[src/rtl/chunked_add_sub_if.sv]
// Start/done handshake bundle for chunked_add_sub: operands and opcode in,
// busy/done status and held result out.
interface chunked_add_sub_if #(
    parameter int WIDTH = 16
);
    logic             start;
    logic [WIDTH-1:0] A;
    logic [WIDTH-1:0] B;
    logic             C_in;
    logic             sub;
    logic             busy;
    logic             done;
    logic [WIDTH-1:0] S;
    logic             C_out;
    logic             Ofl;

    modport master (
        output start, A, B, C_in, sub,
        input  busy, done, S, C_out, Ofl
    );

    modport slave (
        input  start, A, B, C_in, sub,
        output busy, done, S, C_out, Ofl
    );
endinterface

[src/rtl/chunked_add_sub.sv]
// Multi-cycle two's-complement adder/subtractor, one CHUNK-bit ripple slice per clock.
// Optional signed saturation of the result is enabled by defining CHUNKED_ADD_SAT_EN.
module chunked_add_sub #(
    parameter int WIDTH = 16,
    parameter int CHUNK = 4
) (
    input logic               clk,
    input logic               rst,
    chunked_add_sub_if.slave  bus
);
    localparam int NCH   = WIDTH / CHUNK;
    localparam int IDX_W = (NCH > 1) ? $clog2(NCH) : 1;

    typedef enum logic [0:0] {IDLE = 1'b0, RUN = 1'b1} state_t;

    state_t             state_r;
    logic [WIDTH-1:0]   op_a_r;
    logic [WIDTH-1:0]   op_b_r;
    logic [WIDTH-1:0]   partial_r;
    logic               carry_r;
    logic [IDX_W-1:0]   idx_r;
    logic [WIDTH-1:0]   s_r;
    logic               c_out_r;
    logic               ofl_r;
    logic               busy_r;
    logic               done_r;

    int                 base_s;
    logic [CHUNK:0]     slice_s;
    logic [WIDTH-1:0]   partial_next_s;
    logic [WIDTH-1:0]   result_s;
    logic               ofl_s;
    logic               last_s;

    // Slice adder plus the final-result view used only at the done edge
    always_comb begin
        base_s         = int'(idx_r) * CHUNK;
        slice_s        = {1'b0, op_a_r[base_s +: CHUNK]}
                       + {1'b0, op_b_r[base_s +: CHUNK]}
                       + {{CHUNK{1'b0}}, carry_r};
        partial_next_s = partial_r;
        partial_next_s[base_s +: CHUNK] = slice_s[CHUNK-1:0];
        // op_b_r already holds ~B for subtraction, so one overflow rule covers both
        ofl_s  = (op_a_r[WIDTH-1] == op_b_r[WIDTH-1]) &&
                 (partial_next_s[WIDTH-1] != op_a_r[WIDTH-1]);
        last_s = (idx_r == IDX_W'(NCH - 1));
        result_s = partial_next_s;
`ifdef CHUNKED_ADD_SAT_EN
        if (ofl_s) begin
            if (op_a_r[WIDTH-1]) begin
                result_s = {1'b1, {(WIDTH-1){1'b0}}};
            end else begin
                result_s = {1'b0, {(WIDTH-1){1'b1}}};
            end
        end else begin
            result_s = partial_next_s;
        end
`else
        result_s = partial_next_s;
`endif
    end

    // Control FSM, operand/carry pipeline and held result registers
    always_ff @(posedge clk) begin
        if (rst) begin
            state_r   <= IDLE;
            op_a_r    <= {WIDTH{1'b0}};
            op_b_r    <= {WIDTH{1'b0}};
            partial_r <= {WIDTH{1'b0}};
            carry_r   <= 1'b0;
            idx_r     <= {IDX_W{1'b0}};
            s_r       <= {WIDTH{1'b0}};
            c_out_r   <= 1'b0;
            ofl_r     <= 1'b0;
            busy_r    <= 1'b0;
            done_r    <= 1'b0;
        end else begin
            done_r <= 1'b0;
            case (state_r)
                IDLE: begin
                    if (bus.start) begin
                        op_a_r    <= bus.A;
                        op_b_r    <= bus.sub ? ~bus.B : bus.B;
                        carry_r   <= bus.sub ? 1'b1 : bus.C_in;
                        partial_r <= {WIDTH{1'b0}};
                        idx_r     <= {IDX_W{1'b0}};
                        busy_r    <= 1'b1;
                        state_r   <= RUN;
                    end else begin
                        state_r   <= IDLE;
                    end
                end
                RUN: begin
                    partial_r <= partial_next_s;
                    carry_r   <= slice_s[CHUNK];
                    if (last_s) begin
                        s_r     <= result_s;
                        c_out_r <= slice_s[CHUNK];
                        ofl_r   <= ofl_s;
                        done_r  <= 1'b1;
                        busy_r  <= 1'b0;
                        idx_r   <= {IDX_W{1'b0}};
                        state_r <= IDLE;
                    end else begin
                        idx_r   <= idx_r + IDX_W'(1'b1);
                    end
                end
                default: begin
                    busy_r  <= 1'b0;
                    state_r <= IDLE;
                end
            endcase
        end
    end

    assign bus.busy  = busy_r;
    assign bus.done  = done_r;
    assign bus.S     = s_r;
    assign bus.C_out = c_out_r;
    assign bus.Ofl   = ofl_r;
endmodule
[src/flat_wrapper.sv]
// flat-port wrapper written by rule: the top's interface ports become plain ports
module chunked_add_sub_flat 
#(
    parameter int WIDTH = 16,
    parameter int CHUNK = 4
)
  (clk, rst, bus_start, bus_A, bus_B, bus_C_in, bus_sub, bus_busy, bus_done, bus_S, bus_C_out, bus_Ofl);
  chunked_add_sub_if #(.WIDTH(WIDTH)) bus_i ();
  input logic clk;
  input logic rst;
  input wire logic [$bits(bus_i.start)-1:0] bus_start;
  input wire logic [$bits(bus_i.A)-1:0] bus_A;
  input wire logic [$bits(bus_i.B)-1:0] bus_B;
  input wire logic [$bits(bus_i.C_in)-1:0] bus_C_in;
  input wire logic [$bits(bus_i.sub)-1:0] bus_sub;
  output wire logic [$bits(bus_i.busy)-1:0] bus_busy;
  output wire logic [$bits(bus_i.done)-1:0] bus_done;
  output wire logic [$bits(bus_i.S)-1:0] bus_S;
  output wire logic [$bits(bus_i.C_out)-1:0] bus_C_out;
  output wire logic [$bits(bus_i.Ofl)-1:0] bus_Ofl;
  assign bus_i.start = bus_start;
  assign bus_i.A = bus_A;
  assign bus_i.B = bus_B;
  assign bus_i.C_in = bus_C_in;
  assign bus_i.sub = bus_sub;
  assign bus_busy = bus_i.busy;
  assign bus_done = bus_i.done;
  assign bus_S = bus_i.S;
  assign bus_C_out = bus_i.C_out;
  assign bus_Ofl = bus_i.Ofl;
  chunked_add_sub #(.WIDTH(WIDTH), .CHUNK(CHUNK)) u_core (.clk(clk), .rst(rst), .bus(bus_i));
endmodule
[config.mk]
export PLATFORM = sky130hd
export DESIGN_NAME = chunked_add_sub_flat
export DESIGN_NICKNAME = d
export VERILOG_FILES = /design/src/rtl/chunked_add_sub_if.sv /design/src/rtl/chunked_add_sub.sv /design/src/flat_wrapper.sv
export SDC_FILE = /design/constraint.sdc
export NUM_CORES = 1
export LEC_CHECK = 0
export ABC_CLOCK_PERIOD_IN_PS = 2900
export CORE_ASPECT_RATIO = 0.75
export CORE_MARGIN = 1
export CORE_UTILIZATION = 53
export DETAILED_ROUTE_END_ITERATION = 10
export PLACE_DENSITY_LB_ADDON = 0.08
export RECOVER_POWER = 100
export SLEW_MARGIN = 40
export SYNTH_ARGS = -nofsm -noshare
export SYNTH_HDL_FRONTEND = slang
export SYNTH_SLANG_ARGS = --single-unit
export TNS_END_PERCENT = 10
[constraint.sdc]
create_clock -name clk -period 2.9 [get_ports clk]
set_input_delay 0.29 -clock clk [delete_from_list [all_inputs] [get_ports clk]]
set_output_delay 0.29 -clock clk [all_outputs]
set_load 0.05 [all_outputs]
==> results.cfg <==
[critical_path]
cp_data_arrival_time_ns = 2.91
path_delay_family = adder cells
critPathKind = flop to flop
worstPathMaxFanout = 5
critPathCaptureType = flop
critPathRequiredTime_ns = 3.11
crit_top_cell = fa_1
reg2reg_from = u_core.idx_r[0]
slowest_delay_ns = 0.56
crit_buf_inv = 1
r2r_setup_slack_ns = 0.19
crit_path_cell_trace = mux4_2 > fa_1 > inv_1 > fa_1 > xor2_1 > o22ai_1 > a21oi_1 > nor2_1
critPathSlowestCell = mux4_2
start_kind = flop
reg2reg_depth = 8
timing.rr.end = u_core.partial_r[10]

[global_route]
overflow = 0
grt_pass1_wl_um = 13000
antenna_found_initial = 0
grt_pass1_vias = 2694
grt_max_degree = 53
track_usage_pct = 25.9

[yosys]
synthCells = 368
ys_seq_elements = 72
synth_area_per_cell_um2 = 9.12
syn_area_mm2 = 0.00336
yosysSeqAreaShare_pct = 43.0
synth.distinct_cells = 46
synth_edf_count = 0
syn_nets = 416
synthArstFlopShare_pct = 0
synthFlopType = dfxtp_1
synth_warnings = 0

[placement]
dp_hpwl_um = 5470
gp_congestion = 0.864
place_ws_ns = 0.222
io_buffer_count = 56

[floorplanning]
rows = 24
core_mm2 = 0.00595
die_h_um = 70.9
dieArea_mm2 = 0.00666
num_io_pins = 57
die_w_um = 93.9
start_util_pct = 56.4

[detailed_routing]
drtPass1Iterations = 5
wirelength_um = 7760
drtAntennaViolNets = 0
drt_iter0_markers = 178
drc = 0
dr_total_vias = 2787
wire_per_inst_um = 15.5
vias_per_cell = 5.55

[cells_and_area]
final_common_cell = dfxtp_1
areaGrowthSynthToFinish_pct = 22.6
fin_util_pct = 69.2
layout.nets = 467
drive_above_1_share_pct = 8.73
diodes = 0
fillCellCount = 495
layout_common_cells = 72 x dfxtp_1, 44 x nand2_1, 36 x a21oi_1

[job]
cap_violations = 0

[sta]
rsz0062_at_grt = no
hold_viol_final = 0
timing.setup.tns_ns = 0
finClkSkew_ns = 0.00732
tightest_slew_ns = 0.862
max_slew_margin_pct = 42.6
layout_setup_ws_ns = 0.193
timing.final.crit_share_pct = 93.4
max_freq_mhz = 369
drv_slew = 0
setup_viol = 0
min_period_ns = 2.71

[cts]
clk_path_buf_depth = 2
h-tree-depth = 3
cts_buffers = 9
postCtsSetupBuffers = 0
clkTransAtPathRegs_ns = 0.07
cts-resized-gates = 0
tritoncts = built
clock_sinks = 72
cts_root_buffer = clkbuf_8
clk_latency_ns = 0.34
cts_hold_buf = 0

[worst_hold_path]
min-delay-start = u_core.bus.C_out
min_path_cells = 2
holdPathEnd = u_core.bus.C_out
hp-class = flop to flop

[power]
total_power_uw = 2130
ir_worst_vdd_v = 0.000324
p_leak_uw = 0.00157
power.density_mw_per_mm2 = 518

[status]
outcome = finished, final reports clean
through the flow:
step	hold slack, ns	cell area (µm²)	cells
global placement	0.432	3960	486
floorplan	0.426	3360	368
CTS	0.445	4140	502
detailed placement	0.435	3960	486
finish	0.440	4110	502
global route	0.484	4110	502
how the worst max path moves through the flow:
stage | to | cells after the start | slack, ns | start
floorplan | u_core.partial_r[10] | 10 | 0.31 | u_core.idx_r[0]
global placement | u_core.partial_r[2] | 8 | 0.28 | u_core.idx_r[0]
global route | u_core.partial_r[2] | 8 | 0.002 | u_core.idx_r[0]
finish | u_core.partial_r[10] | 8 | 0.19 | u_core.idx_r[0]
CTS | u_core.partial_r[10] | 8 | 0.20 | u_core.idx_r[0]
detailed placement | u_core.partial_r[2] | 8 | 0.22 | u_core.idx_r[0]
registers in the layout, summed over array words and instances, names as in the netlist:
register	flops
u_core.bus.Ofl	1
u_core.carry_r	1
u_core.bus.C_out	1
u_core.idx_r	2
u_core.bus.done	1
u_core.bus.S	16
u_core.op_b_r	16
u_core.partial_r	16
u_core.bus.busy	1
u_core.state_r	1
u_core.op_a_r	16
cell families (layout without fill, tap and decap cells):
logic type | after synthesis | after routing | share of synthesized area (%)
AOI/OAI and AO/OA | 96 | 96 | 18.8
xor gates and xnor gates | 17 | 17 | 4.44
adders and majority gates | 11 | 11 | 4.55
buffers and inverters | 41 | 97 | 5.44
DFF | 72 | 72 | 43.0
muxes | 8 | 8 | 5.37
and+or+nand+nor | 123 | 123 | 18.5
synth_stat cells, drive strengths merged (3+ instances only):
master   number  area (µm²)
nand2        44         168
a31oi         3        18.8
mux4          8         180
o22ai         8        50.1
inv          16        60.1
and4bb        3        37.5
buf          14        77.6
nand3         4        20.0
a211oi       20         155
nor2         36         138
xnor2        16         140
nor3         11        60.1
and3          4        25.0
nor2b        10        62.6
a21oi        36         180
nand4bb       3        33.8
ha            9         113
clkbuf       11        45.1
a22o          8        70.1
dfxtp        72        1440
o21ba         4        40.0
o21ai        10        50.0
where the power goes:
group          switching [µW]  internal (µW)  total (µW)
Clock                     350            394         744
Combinational             172            154         325
Sequential               31.2           1030        1060
area by class of cell:
type	instances	area [µm²]	share of cell area, %
Tap cell	78	97.6	2.37
Timing Repair Buffer	65	622	15.1
Sequential cell	72	1440	35.0
Clock inverter	4	45.0	1.10
Multi-Input combinational cell	255	1710	41.6
Inverter	16	60.1	1.46
Clock buffer	12	135	3.29
worst register-to-register path, stage by stage, from the launching register on:
cell and delay [ns]:
dfxtp_1 0.48, mux4_2 0.56, fa_1 0.43, inv_1 0.09, fa_1 0.21, xor2_1 0.42, o22ai_1 0.18, a21oi_1 0.17
nor2_1 0.05
per-layer routing:
layer	up-vias	wire, µm	GRT usage (%)	part of all wire [%]
li1	1395	-	-	-
met1	1304	3780	36.2	49
met2	82	3390	39.4	44
met3	6	530	6.77	6.8
met4	0	54	7.69	0.70
met5	-	0	0	0
No activity file was read; power rests on OpenSTA's default activity.
